$ cat config.mk
export PLATFORM = sky130hd
export DESIGN_NAME = alu_arbiter
export DESIGN_NICKNAME = d
export VERILOG_FILES = /design/src/rtl/alu_pkg.sv /design/src/rtl/ALU.sv /design/src/rtl/alu_arbiter.sv
export SDC_FILE = /design/constraint.sdc
export NUM_CORES = 1
export LEC_CHECK = 0
export CORE_MARGIN = 3
export CORE_UTILIZATION = 38
export CTS_CLUSTER_DIAMETER = 80
export CTS_CLUSTER_SIZE = 16
export DETAILED_ROUTE_END_ITERATION = 10
export PLACE_DENSITY = 0.69
export SETUP_SLACK_MARGIN = 0.05
export SYNTH_ARGS = -nofsm -noshare
export SYNTH_HDL_FRONTEND = slang
export SYNTH_SLANG_ARGS = --single-unit
$ cat constraint.sdc
create_clock -name clk -period 4.6 [get_ports clk]
set_clock_uncertainty 0.05 [all_clocks]
set_input_delay 1.38 -clock clk [delete_from_list [all_inputs] [get_ports clk]]
set_output_delay 1.38 -clock clk [all_outputs]
set_load 0.1 [all_outputs]
$ cat src/rtl/alu_pkg.sv
// Shared encodings for the arbitrated ALU: ALUControl codes and the controller state.
package alu_pkg;

    typedef enum logic [2:0] {
        ALU_ADD = 3'b000,
        ALU_SUB = 3'b001,
        ALU_AND = 3'b010,
        ALU_OR  = 3'b011,
        ALU_SLT = 3'b101
    } alu_ctrl_t;

    typedef enum logic [1:0] {
        IDLE = 2'd0,
        EXEC = 2'd1,
        RESP = 2'd2
    } state_t;

endpackage

$ cat src/rtl/ALU.sv
// Combinational ALU: add/sub/and/or/unsigned set-less-than plus a Zero flag.
module ALU #(
    parameter int WIDTH = 32
) (
    input  logic [2:0]       ctrl,
    input  logic [WIDTH-1:0] srca,
    input  logic [WIDTH-1:0] srcb,
    output logic [WIDTH-1:0] result,
    output logic             zero
);
    import alu_pkg::*;

    // Unassigned codes fall through to a zero result, which raises Zero.
    always_comb begin
        result = '0;
        case (ctrl)
            ALU_ADD: result = srca + srcb;
            ALU_SUB: result = srca - srcb;
            ALU_AND: result = srca & srcb;
            ALU_OR:  result = srca | srcb;
            ALU_SLT: result = {{(WIDTH-1){1'b0}}, (srca < srcb)};
            default: result = '0;
        endcase
    end

    assign zero = (result == '0);

endmodule

$ cat src/rtl/alu_arbiter.sv
// Two-requester round-robin front end sharing one ALU; one operation in flight at a time.
module alu_arbiter #(
    parameter int WIDTH = 32
) (
    input  logic             clk,
    input  logic             reset,
    input  logic             req0_valid,
    input  logic [WIDTH-1:0] req0_srca,
    input  logic [WIDTH-1:0] req0_srcb,
    input  logic [2:0]       req0_ctrl,
    output logic             req0_ready,
    input  logic             req1_valid,
    input  logic [WIDTH-1:0] req1_srca,
    input  logic [WIDTH-1:0] req1_srcb,
    input  logic [2:0]       req1_ctrl,
    output logic             req1_ready,
    output logic             rsp_valid,
    output logic             rsp_id,
    output logic [WIDTH-1:0] rsp_result,
    output logic             rsp_zero,
    input  logic             rsp_ready,
    output logic             busy,
    output logic [15:0]      op_count
);
    import alu_pkg::*;

    state_t           state;
    logic             last_id;
    logic             grant0;
    logic             grant1;
    logic             hs0;
    logic             hs1;
    logic [WIDTH-1:0] srca_p0;
    logic [WIDTH-1:0] srcb_p0;
    logic [2:0]       ctrl_p0;
    logic             id_p0;
    logic [WIDTH-1:0] alu_result;
    logic             alu_zero;

    // last_id names the requester granted most recently; the other one wins a tie.
    always_comb begin
        grant0 = req0_valid & (~req1_valid | last_id);
        grant1 = req1_valid & (~req0_valid | ~last_id);
    end

    assign req0_ready = (state == IDLE) & grant0 & ~reset;
    assign req1_ready = (state == IDLE) & grant1 & ~reset;
    assign hs0        = req0_valid & req0_ready;
    assign hs1        = req1_valid & req1_ready;

    // Stage p0: operands captured on the accepting handshake
    always_ff @(posedge clk) begin
        if (hs0 | hs1) begin
            srca_p0 <= hs1 ? req1_srca : req0_srca;
            srcb_p0 <= hs1 ? req1_srcb : req0_srcb;
            ctrl_p0 <= hs1 ? req1_ctrl : req0_ctrl;
            id_p0   <= hs1;
        end
    end

    ALU #(
        .WIDTH (WIDTH)
    ) u_alu (
        .ctrl   (ctrl_p0),
        .srca   (srca_p0),
        .srcb   (srcb_p0),
        .result (alu_result),
        .zero   (alu_zero)
    );

    // Stage p1: ALU result registered into the held response
    always_ff @(posedge clk or posedge reset) begin
        if (reset) begin
            state      <= IDLE;
            last_id    <= 1'b1;
            rsp_valid  <= 1'b0;
            rsp_id     <= 1'b0;
            rsp_result <= '0;
            rsp_zero   <= 1'b0;
            busy       <= 1'b0;
            op_count   <= '0;
        end else begin
            case (state)
                IDLE: begin
                    if (hs0 | hs1) begin
                        last_id <= hs1;
                        busy    <= 1'b1;
                        state   <= EXEC;
                    end
                end
                EXEC: begin
                    rsp_result <= alu_result;
                    rsp_zero   <= alu_zero;
                    rsp_id     <= id_p0;
                    rsp_valid  <= 1'b1;
                    state      <= RESP;
                end
                RESP: begin
                    if (rsp_ready) begin
                        rsp_valid <= 1'b0;
                        busy      <= 1'b0;
                        op_count  <= op_count + 16'd1;
                        state     <= IDLE;
                    end
                end
                default: state <= IDLE;
            endcase
        end
    end

endmodule

==> flow_summary.toml, run 1 <==
[power]
power_density_nw_per_um2 = 608
vdd_drop_max_mv = 0.299
static-leakage-power_nw = 5.82

[sta]
rsz0062_at_grt = "no"
post-route-period-util_pct = 92.0
worst-slew-pin-transition_ns = 1.05
layout_min_cycle_time_ns = 4.23
totalNegativeSetupSlack_ns = 0
slew-limit-headroom_pct = 29.9
setup_viol = 0
slew_violations = 0
max_freq_ghz = 0.236
report.final.hold_viol_count = 0
timing.hold.ws_ns = 0.395

[worst_setup_path]
worst_ep_arrival_time_ns = 4.55
crit_required_ns = 4.92
critical_path.endpoint_type = "register"
max_stage_delay_ns = 0.50
start_to_end_type_of_the_worst_setup_path = "reg2reg"
cp-start-kind = "register"
critPathSlowestCell = "sky130_fd_sc_hd__nor4_1"
cp_cell_sequence = "ha_1 > fa_1 > o21ba_1 > nor4_1 > o311a_1 > o31ai_1 > o21a_1 > a221o_1 > a211oi_2 > nand4b_1 > or4_1 > nor4b_2 > a22o_1"
critPathMaxFanout = 4
ff2ff_setup_slack_ns = 0.37

[drt]
number_of_vias_per_cell = 5.42
detailedRoute.firstIterationViolations = 781
antenna_violating_nets_post_route = 0
dr_total_vias = 9699
remaining_drc_errors = 0
drt-total-wl_um = 33000
wl_per_cell_um = 18.4
drt_first_pass_iters = 5

[grt]
grt_remaining_overflow = 0
grt_max_degree = 72
via_count_of_the_first_global_routing_pass = 9057
number_of_antenna_violations_at_the_first_check_in_global_routing = 0
global_route.usage.total_pct = 22.6
grt_first_pass_wirelength_um = 50900

[cts]
cts_tree = "yes"
clockRootBuffer = "sky130_fd_sc_hd__clkbuf_16"
ctsHtreeMaxLevel = 4
cts.sink_count = 123
post_cts_resized = 0
post_cts_hold_buffer_count = 0
clk_path_buf_depth = 2
tritoncts.num_buffers = 17
post_cts_setup_repair_bufs = 0
cts.reportedPaths.clkPinSlew_ns = 0.07
clk-insertion-delay-late_ns = 0.44

[synthesis]
synth_enable_flop_cells = 68
syn-num-nets = 1523
synth-warning-count = 0
post_synth_main_area_contributors = "sky130_fd_sc_hd__edfxtp_1, sky130_fd_sc_hd__dfrtp_1, sky130_fd_sc_hd__ha_1, sky130_fd_sc_hd__nand2_1, sky130_fd_sc_hd__a21oi_1"
synth.ff_latch_count = 123
ys.flop_type = "sky130_fd_sc_hd__edfxtp_1"
synthesized_cell_area_um2 = 10200
synth-async-reset-ratio_pct = 44.7
synth_largest_type_area_fraction_pct = 20.1
netlist-cell-type-count = 77
ys_seq_area_share_pct = 33.6
avgSynthCellArea_um2 = 7.97
post_synth_inst_count = 1277
yosys.area.top_type = "sky130_fd_sc_hd__edfxtp_1"

[floorplan]
placeableCoreArea_um2 = 26200
initial_core_util_pct = 38.8
row_count = 59
die_h_um = 170
floorplan.die_area_um2 = 28800
pin_count = 193
horizontal_die_dimension_um = 170

[outcome]
outcome = "completed"

[place]
detailedPlacementHpwl_um = 25500
gp_congestion = 0.967
io_buffer_count = 192

[finish]
antenna_cells_inserted = 0
commonest_non_fill_non_tap_cells_in_the_layout = "sky130_fd_sc_hd__nand2_1, sky130_fd_sc_hd__clkdlybuf4s50_1, sky130_fd_sc_hd__ha_1, sky130_fd_sc_hd__inv_1, sky130_fd_sc_hd__nor2_1"
layout.nets = 1689
final_common_cell = "sky130_fd_sc_hd__nand2_1"
flow.area_growth_from_synthesis_pct = 28.0
final.fill_count = 2549
layout-drive-gt1-share_pct = 6.04

[worst_hold_path]
worst_min_delay_path_category = "reg2reg"

[flow_run]
cap_viol_max_count = 0
## critical path: cells and delay by family, from the launching register on
family                     cells  cell delay [ns]
AOI/OAI and AO/OA              7             1.73
DFF                            1             0.44
adders and majority gates      2             0.63
and+or+nand+nor                4             1.31
## power by group
group	switching [mW]	internal, mW	leakage [nW]
logic	3.35	1.47	4.18
registers	0.206	1.53	1.35
clock network	0.606	0.766	0.287
## path summary, 6_finish.rpt
check	to	startpoint	depth (start not counted)
setup reg to reg	rsp_zero$_DFFE_PP0P_	srcb_p0[0]$_DFFE_PN_	13
hold / removal	rsp_id$_DFFE_PP0P_	id_p0$_DFFE_PN_	2
hold reg to reg	rsp_id$_DFFE_PP0P_	id_p0$_DFFE_PN_	2
max in group asynchronous	last_id$_DFFE_PP1P_	reset	3
min in group asynchronous	busy$_DFFE_PP0P_	reset	2
setup / recovery	rsp_zero$_DFFE_PP0P_	srcb_p0[0]$_DFFE_PN_	13
## per-layer routing
metal | global-route usage, % | vias to the layer above | share of wire (%)
met5 | 0 | - | 0
met4 | 7.08 | 0 | 2.3
met3 | 4.54 | 44 | 7.6
met2 | 32.5 | 361 | 41
met1 | 33.8 | 4532 | 49
li1 | - | 4762 | -
## sequential cells by signal (all words and copies together) (netlist names)
name        count
op_count       16
ctrl_p0         3
rsp_zero        1
busy            1
rsp_valid       1
srcb_p0        32
srca_p0        32
last_id         1
rsp_result     32
id_p0           1
rsp_id          1
state           2
## synthesized netlist by cell type, drive strengths merged, types with 5 or more instances
cell type  count
xnor2         25
nor2b         10
nand2        312
nor2          85
o311ai         5
nor3          23
o21a           5
dfrtp         54
nand2b        11
edfxtp        68
o21bai        13
o221ai         5
a21o          18
o22ai          6
ha           105
xor2          10
inv          100
or2            6
nand3         22
a21oi         83
a31o           6
a211oi        12
mux2i          8
buf           11
clkbuf        54
a31oi          9
o31ai         14
nand4          9
nor4           9
o21ai         67
a22oi          6
o21ba          5
a221oi         5
o211ai        18
and3           7
and2           5
## stage by stage
stage	setup slack, ns	cell area (um^2)	cells	total power [mW]	utilization, %
3_5_place_dp	0.465	12500	1759	6.51	47.5
2_1_floorplan	0.223	10200	1277	5.13	-
4_1_cts	0.445	13000	1791	7.90	49.7
6_report	0.367	13000	1791	7.93	49.7
5_1_grt	0.117	13000	1791	8.41	49.7
3_3_place_gp	0.531	12500	1759	6.50	47.5
## area by class of cell
cell class	count	area (um^2)	share of cell area, %
clock buffers	17	425	3.26
clock inverters	15	151	1.16
inverters	100	375	2.88
multi-input cells	989	6140	47.1
flip-flops and latches	123	3420	26.2
well taps	335	419	3.22
repair buffers	212	2100	16.1
## cells by family (layout without fill, tap and decap cells)
kind of cell,Yosys count,in the layout,synth area share [%]
AO/OA/AOI/OAI,321,321,21.1
adder cells (fa/ha/maj),107,107,13.3
flip-flops,123,123,33.6
multiplexers,11,11,1.12
AND/OR/NAND/NOR,515,515,21.7
XOR/XNOR,35,35,3.01
buffers and inverters,165,344,6.21
Note: power is estimated with default switching activity, not from simulation.
==> run 2, diff against run 1 <==
Settings changed: CAP_MARGIN set to 10, TNS_END_PERCENT set to 5.
==> results of run 2 <==
The final DEF is identical to that of run 1; final timing and power are the same.
